### config.mk
export PLATFORM = sky130hd
export DESIGN_NAME = pipe_mux_n_flat
export DESIGN_NICKNAME = d
export VERILOG_FILES = /design/src/rtl/pipe_mux_pkg.sv /design/src/rtl/pipe_mux_n_if.sv /design/src/rtl/mux_sel_n.sv /design/src/rtl/pipe_mux_n.sv /design/src/flat_wrapper.sv
export SDC_FILE = /design/constraint.sdc
export NUM_CORES = 1
export LEC_CHECK = 0
export ABC_AREA = 1
export ABC_CLOCK_PERIOD_IN_PS = 2800
export CORE_MARGIN = 4
export CORE_UTILIZATION = 45
export CTS_BUF_LIST = sky130_fd_sc_hd__clkbuf_4 sky130_fd_sc_hd__clkbuf_8
export DETAILED_ROUTE_END_ITERATION = 16
export DONT_BUFFER_PORTS = 1
export GPL_ROUTABILITY_DRIVEN = 0
export MAX_ROUTING_LAYER = met4
export PLACE_DENSITY = 0.59
export SYNTH_ARGS = -nofsm -noshare
export SYNTH_HDL_FRONTEND = slang
export SYNTH_SLANG_ARGS = --single-unit
export TNS_END_PERCENT = 1
### constraint.sdc
create_clock -name Clk -period 2.8 [get_ports Clk]
set_input_delay 0.42 -clock Clk [delete_from_list [all_inputs] [get_ports Clk]]
set_output_delay 0.42 -clock Clk [all_outputs]
set_load 0.005 [all_outputs]
### src/rtl/pipe_mux_pkg.sv
// Shared types and constants for the registered N:1 word multiplexer.
package pipe_mux_pkg;

  localparam int DEFAULT_WIDTH = 32;

  typedef enum logic [1:0] {
    EMPTY = 2'd0,
    ONE   = 2'd1,
    TWO   = 2'd2
  } occ_e;

endpackage

### src/rtl/pipe_mux_n_if.sv
// Handshake bundle for pipe_mux_n; Q_Parity exists only with PIPE_MUX_PARITY_EN.
interface pipe_mux_n_if
  import pipe_mux_pkg::*;
#(
  parameter int WIDTH  = DEFAULT_WIDTH,
  parameter int NUM_IN = 4
) ();

  localparam int SEL_W = $clog2(NUM_IN);

  logic [NUM_IN*WIDTH-1:0] In_Data;
  logic [SEL_W-1:0]        Select;
  logic                    In_Valid;
  logic                    In_Ready;
  logic [WIDTH-1:0]        Q;
  logic                    Q_Valid;
  logic                    Q_Ready;
  logic                    Sel_Err;

`ifdef PIPE_MUX_PARITY_EN
  logic                    Q_Parity;

  modport slave  (input  In_Data, Select, In_Valid, Q_Ready,
                  output In_Ready, Q, Q_Valid, Sel_Err, Q_Parity);
  modport master (output In_Data, Select, In_Valid, Q_Ready,
                  input  In_Ready, Q, Q_Valid, Sel_Err, Q_Parity);
`else
  modport slave  (input  In_Data, Select, In_Valid, Q_Ready,
                  output In_Ready, Q, Q_Valid, Sel_Err);
  modport master (output In_Data, Select, In_Valid, Q_Ready,
                  input  In_Ready, Q, Q_Valid, Sel_Err);
`endif

endinterface

### src/rtl/mux_sel_n.sv
// Combinational indexed word select; out-of-range codes give zero and raise err_o.
module mux_sel_n #(
  parameter int  WIDTH  = 32,
  parameter int  NUM_IN = 4,
  localparam int SEL_W  = $clog2(NUM_IN)
) (
  input  logic [NUM_IN*WIDTH-1:0] data_i,
  input  logic [SEL_W-1:0]        sel_i,
  output logic [WIDTH-1:0]        word_o,
  output logic                    err_o
);

  // Indexed select with range guard.
  always_comb begin
    word_o = '0;
    err_o  = 1'b1;
    if (int'(sel_i) < NUM_IN) begin
      word_o = data_i[int'(sel_i)*WIDTH +: WIDTH];
      err_o  = 1'b0;
    end else begin
      word_o = '0;
      err_o  = 1'b1;
    end
  end

endmodule

### src/rtl/pipe_mux_n.sv
// Registered N:1 word mux with 2-entry skid buffer and registered In_Ready.
// Optional Q_Parity output when PIPE_MUX_PARITY_EN is defined.
module pipe_mux_n
  import pipe_mux_pkg::*;
#(
  parameter int WIDTH  = DEFAULT_WIDTH,
  parameter int NUM_IN = 4
) (
  input  logic        Clk,
  input  logic        Reset,
  pipe_mux_n_if.slave bus
);

`ifdef PIPE_MUX_PARITY_EN
  localparam int ENT_W = WIDTH + 2;

  function automatic logic even_parity(input logic [WIDTH-1:0] w);
    return ^w;
  endfunction
`else
  localparam int ENT_W = WIDTH + 1;
`endif

  logic [WIDTH-1:0] mux_word;
  logic             mux_err;
  logic [ENT_W-1:0] new_ent;
  logic [ENT_W-1:0] q_ent_q, q_ent_d;
  logic [ENT_W-1:0] skid_ent_q, skid_ent_d;
  occ_e             state_q, state_d;
  logic             in_ready_q, in_ready_d;
  logic             q_valid_q, q_valid_d;
  logic             accept;
  logic             emit;

  mux_sel_n #(
    .WIDTH  (WIDTH),
    .NUM_IN (NUM_IN)
  ) u_sel (
    .data_i (bus.In_Data),
    .sel_i  (bus.Select),
    .word_o (mux_word),
    .err_o  (mux_err)
  );

  // Each buffered entry carries {parity?, err, word} so all fields move together.
`ifdef PIPE_MUX_PARITY_EN
  assign new_ent = {even_parity(mux_word), mux_err, mux_word};
`else
  assign new_ent = {mux_err, mux_word};
`endif

  assign accept = bus.In_Valid && in_ready_q;
  assign emit   = q_valid_q && bus.Q_Ready;

  // Occupancy next state and entry movement between Q and the skid slot.
  always_comb begin
    state_d    = state_q;
    q_ent_d    = q_ent_q;
    skid_ent_d = skid_ent_q;
    case (state_q)
      EMPTY: begin
        if (accept) begin
          q_ent_d = new_ent;
          state_d = ONE;
        end else begin
          state_d = EMPTY;
        end
      end
      ONE: begin
        if (accept && emit) begin
          q_ent_d = new_ent;
          state_d = ONE;
        end else if (accept) begin
          skid_ent_d = new_ent;
          state_d    = TWO;
        end else if (emit) begin
          state_d = EMPTY;
        end else begin
          state_d = ONE;
        end
      end
      TWO: begin
        if (emit) begin
          q_ent_d = skid_ent_q;
          state_d = ONE;
        end else begin
          state_d = TWO;
        end
      end
      default: begin
        state_d = EMPTY;
      end
    endcase
    in_ready_d = (state_d != TWO);
    q_valid_d  = (state_d != EMPTY);
  end

  // State and datapath registers; In_Ready stays low until the first edge after reset.
  always_ff @(posedge Clk or posedge Reset) begin
    if (Reset) begin
      state_q    <= EMPTY;
      q_ent_q    <= '0;
      skid_ent_q <= '0;
      in_ready_q <= 1'b0;
      q_valid_q  <= 1'b0;
    end else begin
      state_q    <= state_d;
      q_ent_q    <= q_ent_d;
      skid_ent_q <= skid_ent_d;
      in_ready_q <= in_ready_d;
      q_valid_q  <= q_valid_d;
    end
  end

  assign bus.In_Ready = in_ready_q;
  assign bus.Q_Valid  = q_valid_q;
  assign bus.Q        = q_ent_q[WIDTH-1:0];
  assign bus.Sel_Err  = q_ent_q[WIDTH];
`ifdef PIPE_MUX_PARITY_EN
  assign bus.Q_Parity = q_ent_q[WIDTH+1];
`endif

endmodule

### src/flat_wrapper.sv
// flat-port wrapper written by rule: the top's interface ports become plain ports
module pipe_mux_n_flat import pipe_mux_pkg::*;
#(
  parameter int WIDTH  = DEFAULT_WIDTH,
  parameter int NUM_IN = 4
)
  (Clk, Reset, bus_In_Data, bus_Select, bus_In_Valid, bus_Q_Ready, bus_In_Ready, bus_Q, bus_Q_Valid, bus_Sel_Err);
  pipe_mux_n_if #(.WIDTH(WIDTH), .NUM_IN(NUM_IN)) bus_i ();
  input  logic Clk;
  input  logic Reset;
  input wire logic [$bits(bus_i.In_Data)-1:0] bus_In_Data;
  input wire logic [$bits(bus_i.Select)-1:0] bus_Select;
  input wire logic [$bits(bus_i.In_Valid)-1:0] bus_In_Valid;
  input wire logic [$bits(bus_i.Q_Ready)-1:0] bus_Q_Ready;
  output wire logic [$bits(bus_i.In_Ready)-1:0] bus_In_Ready;
  output wire logic [$bits(bus_i.Q)-1:0] bus_Q;
  output wire logic [$bits(bus_i.Q_Valid)-1:0] bus_Q_Valid;
  output wire logic [$bits(bus_i.Sel_Err)-1:0] bus_Sel_Err;
  assign bus_i.In_Data = bus_In_Data;
  assign bus_i.Select = bus_Select;
  assign bus_i.In_Valid = bus_In_Valid;
  assign bus_i.Q_Ready = bus_Q_Ready;
  assign bus_In_Ready = bus_i.In_Ready;
  assign bus_Q = bus_i.Q;
  assign bus_Q_Valid = bus_i.Q_Valid;
  assign bus_Sel_Err = bus_i.Sel_Err;
  pipe_mux_n #(.WIDTH(WIDTH), .NUM_IN(NUM_IN)) u_core (.Clk(Clk), .Reset(Reset), .bus(bus_i));
endmodule
Yosys cells after proc, flatten, opt, wreduce, memory -nomap -nowiden
Cells that the tools add are included.

storage, ports and cells
  bits in registers = 69
  input bits = 134
  output and inout port bits = 35
  word-level logic and storage cells = 31

cells by class
  eq/ne operators = 6
  shift operators = 1
  multiplexer cells = 10
  bitwise operators = 1
  reductions and logical operators = 8

operators with widths
  operator                                                          count
  128-bit by 8-bit indexed part select with 32-bit output           1
  33-bit two-way mux                                                3
  33-bit one-hot mux with 3 select lines                            1
  2-bit two-way mux                                                 3
  2-bit by 1-bit != test with 1-bit output (second input constant)  3
  2-bit one-hot mux with 3 select lines                             1
  4-bit AND reduction                                               1
  1-bit logical AND                                                 3
  3-bit AND reduction                                               1
  3-bit nonzero test                                                1
  2-bit by 1-bit == test with 1-bit output (second input constant)  1
  2-bit == test (second input constant)                             1
  2-bit logical NOT                                                 1
  1-bit two-way mux                                                 2
  2-bit != test (second input constant)                             1
  2-bit nonzero test                                                1
  1-bit NOT                                                         1

Depth between registers and ports, before layout
  word-level depth = 6
  depth in mapped cells = 8
  mapped depth without buffers = 7

Hierarchy
A second synthesis with hierarchy kept.

unflattened totals
  cells, all modules = 793
  area, all modules = 4,819.6 µm²

modules (own cells, without submodules)
  module      instances  cells an instance  area an instance (µm²)  seq. area each (µm²)
  pipe_mux_n  1          417                3,245.6                 1,751.7
  mux_sel_n   1          376                1,574.0                 0.0

Worst setup path before layout
OpenSTA, ideal clock, no wires.

  path type = input to register
  start = input bus_Select[1]
  end = register u_core.q_ent_q[18]
  setup time = 0.116 ns
  data arrival time = 1.127 ns
  data required time = 2.684 ns
  path slack = 1.556 ns
  stages = 7
  path buffers = 2
  cell sequence = buf_2 clkbuf_1 nand3_1 nand2_1 nand2_1 nand2_1 nand2_1

on the way
  longest elaborated chain between the ends = 3
  elaborated cells between the ends (all ways) = 4
  classes of those cells = shift (1); mux (3)

ends and longest elaborated chain
  what                                                         RTL line                            RTL
  start: declaration                                           flat_wrapper.sv:12                  input wire logic [$bits(bus_i.Select)-1:0] bus_Select;
  128-bit by 8-bit indexed part select with 32-bit output (*)  mux_sel_n.sv:18                     word_o = data_i[int'(sel_i)*WIDTH +: WIDTH];
  33-bit two-way mux, on equally long branches                 pipe_mux_n.sv:70, pipe_mux_n.sv:62
  33-bit one-hot mux with 3 select lines (*)                   pipe_mux_n.sv:60                    case (state_q)
  end signal: assignment                                       pipe_mux_n.sv:108                   q_ent_q <= q_ent_d;
  end: declaration                                             pipe_mux_n.sv:27                    logic [ENT_W-1:0] q_ent_q, q_ent_d;

Every way passes the cells marked *; elsewhere a longest branch is shown, timed or not. The select of a mux whose other input is x is not followed.
A chain may end at the register's enable or synchronous reset.

Worst setup path after layout
  start = register u_core.state_q[1]
  end = register u_core.skid_ent_q[27]

on the way
  longest elaborated chain between the ends = 2

ends and longest elaborated chain
  what                                      RTL line           RTL
  start: declaration                        pipe_mux_n.sv:29   occ_e state_q, state_d;
  start signal: assignment                  pipe_mux_n.sv:107  state_q <= state_d;
  2-bit by 1-bit == test with 1-bit output  pipe_mux_n.sv:60
  3-bit AND reduction (no source line)      -
  end signal: assignment                    pipe_mux_n.sv:109  skid_ent_q <= skid_ent_d;
  end: declaration                          pipe_mux_n.sv:28   logic [ENT_W-1:0] skid_ent_q, skid_ent_d;

Every way passes these cells.

==> flow_summary.json <==
{
  "status": "completed",
  "insertedDiodeCount": 0,
  "core_area_mm2": 0.00868,
  "route.met3.wl_um": 698,
  "slew_violations": 0,
  "ant_nets": 0,
  "hold_buffers": 0,
  "max_stage_delay_ns": 0.47,
  "path_cells": "nor2_1 > nand3_2 > buf_4 > nand2_1 > o21ai_0",
  "r2r_slack_ns": 0.97,
  "r2r-start": "u_core.state_q[1]",
  "tns_ns": 0,
  "ys_warn_count": 0,
  "worstReg2RegEnd": "u_core.skid_ent_q[27]",
  "setup_viol": 0,
  "start_kind": "flip-flop",
  "synth_top_area_share_pct": 42.4,
  "grt_pass1_vias": 3233,
  "skew_ns": 0.0104,
  "antenna_found_initial": 0,
  "cts_buffers": 9,
  "power_density_mw_per_mm2": 983,
  "wl_met1_um": 4540,
  "drive_above_1_share_pct": 4.71,
  "cts.repair.resized": 0,
  "drv_cap": 0,
  "min_period_ns": 1.83,
  "startpoint": "u_core.state_q[1]",
  "via_count": 3618,
  "die_w_um": 102,
  "final_cell_area_mm2": 0.00415,
  "r2r_cells": 5,
  "fin_cells": 702,
  "synth_area_leaders": "dfrtp_1 (42%), nand2_1 (31%), nand3_1 (8.1%), nor2_1 (6.3%), buf_2 (2.2%)",
  "clockBufferDepth": 2,
  "post_synth.cell_area_avg_um2": 6.54,
  "synthToLayoutAreaGrowth_pct": 3.40,
  "clk_pin_slew_worst_paths_ns": 0.08,
  "required_ns": 3.01,
  "max-slew-margin-rel_pct": 53.7,
  "top_layer_used": "met4",
  "avgViaCountPerCell": 5.15,
  "nNetsFinal": 723,
  "synth_seq_area_share_pct": 42.4,
  "crit_end": "u_core.skid_ent_q[27]",
  "crit_path_top_delay_cell": "nand3_2",
  "cts_post_setup_buffers_inserted": 0,
  "drc_errors": 0,
  "synth_top_area_cell": "dfrtp_1",
  "clkSinkCount": 68,
  "fmax_mhz": 546,
  "min_path_type": "in -> async",
  "cp_max_fo": 34,
  "dr_wl_met2_um": 4520,
  "grt_start_max_net_pins": 66,
  "routed_wl_um": 9860,
  "rsz0062_at_grt": "no",
  "io_pins": 169,
  "place_area_mm2": 0.00393,
  "port_buffers": 0,
  "cts_tree": "built",
  "tightest_slew_ns": 0.695,
  "p_leak_nw": 2.33,
  "grt_pass1_wl_um": 15400,
  "grt_usage_pct": 19.3,
  "dieHeight_um": 102,
  "criticalPathCategory": "reg -> reg",
  "rows": 34,
  "dieArea_mm2": 0.0105,
  "synth_nets": 747,
  "insertion_delay_ns": 0.34,
  "period_share_pct": 65.4,
  "holdWs_ns": 0.0545,
  "root_buffer": "clkbuf_8",
  "dr.first_iter.drc_count": 145,
  "wl_per_cell_um": 14.0,
  "fillCellCount": 896,
  "synth_seq_cells": 68,
  "dr.pass1.iters": 4,
  "placed_cells": 686,
  "grt_overflow": 0,
  "hold_viol": 0,
  "hpwlAfterDp_um": 6720,
  "syn_area_mm2": 0.00401,
  "syn_inst": 613,
  "cts_max_level": 3,
  "start_util_pct": 46.2,
  "ir_drop_v": 0.000838,
  "crit_arrival_ns": 2.04,
  "synth.distinct_cells": 19,
  "end_kind": "flip-flop"
}
==> metal layers <==
metal  vias to the layer above  global-route usage (%)
met5                         -                       -
met4                         0                    6.76
met3                         8                    3.48
met2                       117                    29.1
met1                      1643                    26.1
li1                       1850                       -
==> critical path, delay by kind of cell (launching register included) <==
family,cells,cell delay (ns)
buf+inv,1,0.45
compound gates,1,0.08
flops,1,0.44
simple gates,3,0.71
==> synthesized netlist by cell type (all sizes together) <==
cell type  count
a21oi          1
buf           37
clkbuf         3
conb           1
dfrtp         68
inv            8
nand2        328
nand3         66
nor2          67
nor3           1
o21ai         33
==> sequential cells by signal, indices dropped and copies added (netlist names) <==
register	cells
u_core.q_ent_q	32
u_core.bus.Q_Valid	1
u_core.bus.In_Ready	1
u_core.skid_ent_q	32
u_core.state_q	2
==> power breakdown <==
part	switching [mW]	internal (mW)	total, mW
logic	0.891	0.473	1.36
clock network	0.368	0.532	0.900
registers	0.344	1.47	1.81
total	1.60	2.48	4.08
==> how the worst min path moves through the flow <==
stage                               startpoint                   end  slack, ns  cells past startpoint
after floorplan           u_core.skid_ent_q[0]  u_core.skid_ent_q[0]       0.45                      2
after global placement                   Reset    u_core.q_ent_q[25]       0.43                      1
after detailed placement                 Reset    u_core.q_ent_q[25]       0.44                      1
after CTS                                Reset    u_core.q_ent_q[26]       0.07                      1
after global routing                     Reset    u_core.q_ent_q[26]       0.11                      1
final                                    Reset    u_core.q_ent_q[25]       0.05                      1
==> placed cells by master, fill, tap and decap left out, drive strengths merged, types with 2 or more instances in the layout <==
master	instances
nand2	328
dfrtp	68
nor2	67
nand3	66
o21ai	33
clkbuf	11
inv	8
buf	5
clkinv	3
bufinv	2
==> stage by stage <==
step | utilization (%) | power (mW) | setup slack, ns
after floorplan | - | 3.02 | 0.668
after global placement | 45.3 | 3.17 | 1.01
after detailed placement | 45.3 | 3.22 | 0.959
after CTS | 47.8 | 4.14 | 0.946
after global routing | 47.8 | 4.50 | 0.729
final | 47.8 | 4.08 | 0.968
==> kinds of logic (layout without fill, tap and decap cells) <==
kind of cell / after synthesis / in the layout / synth area share (%)
compound gates: 34 / 34 / 4.34
buf+inv: 48 / 29 / 7.52
flops: 68 / 68 / 42.4
other cells: 1 / 1 / 0.0935
simple gates: 462 / 462 / 45.6
==> layout make-up <==
cell class	count	area, µm²	area share, %
multi-input cells	497	2010	48.5
flip-flops and latches	68	1700	41.0
clock buffers	11	145	3.50
well taps	108	135	3.26
clock inverters	5	75.1	1.81
repair buffers	5	50.0	1.21
inverters	8	30.0	0.724
(Power assumes the default switching activity.)
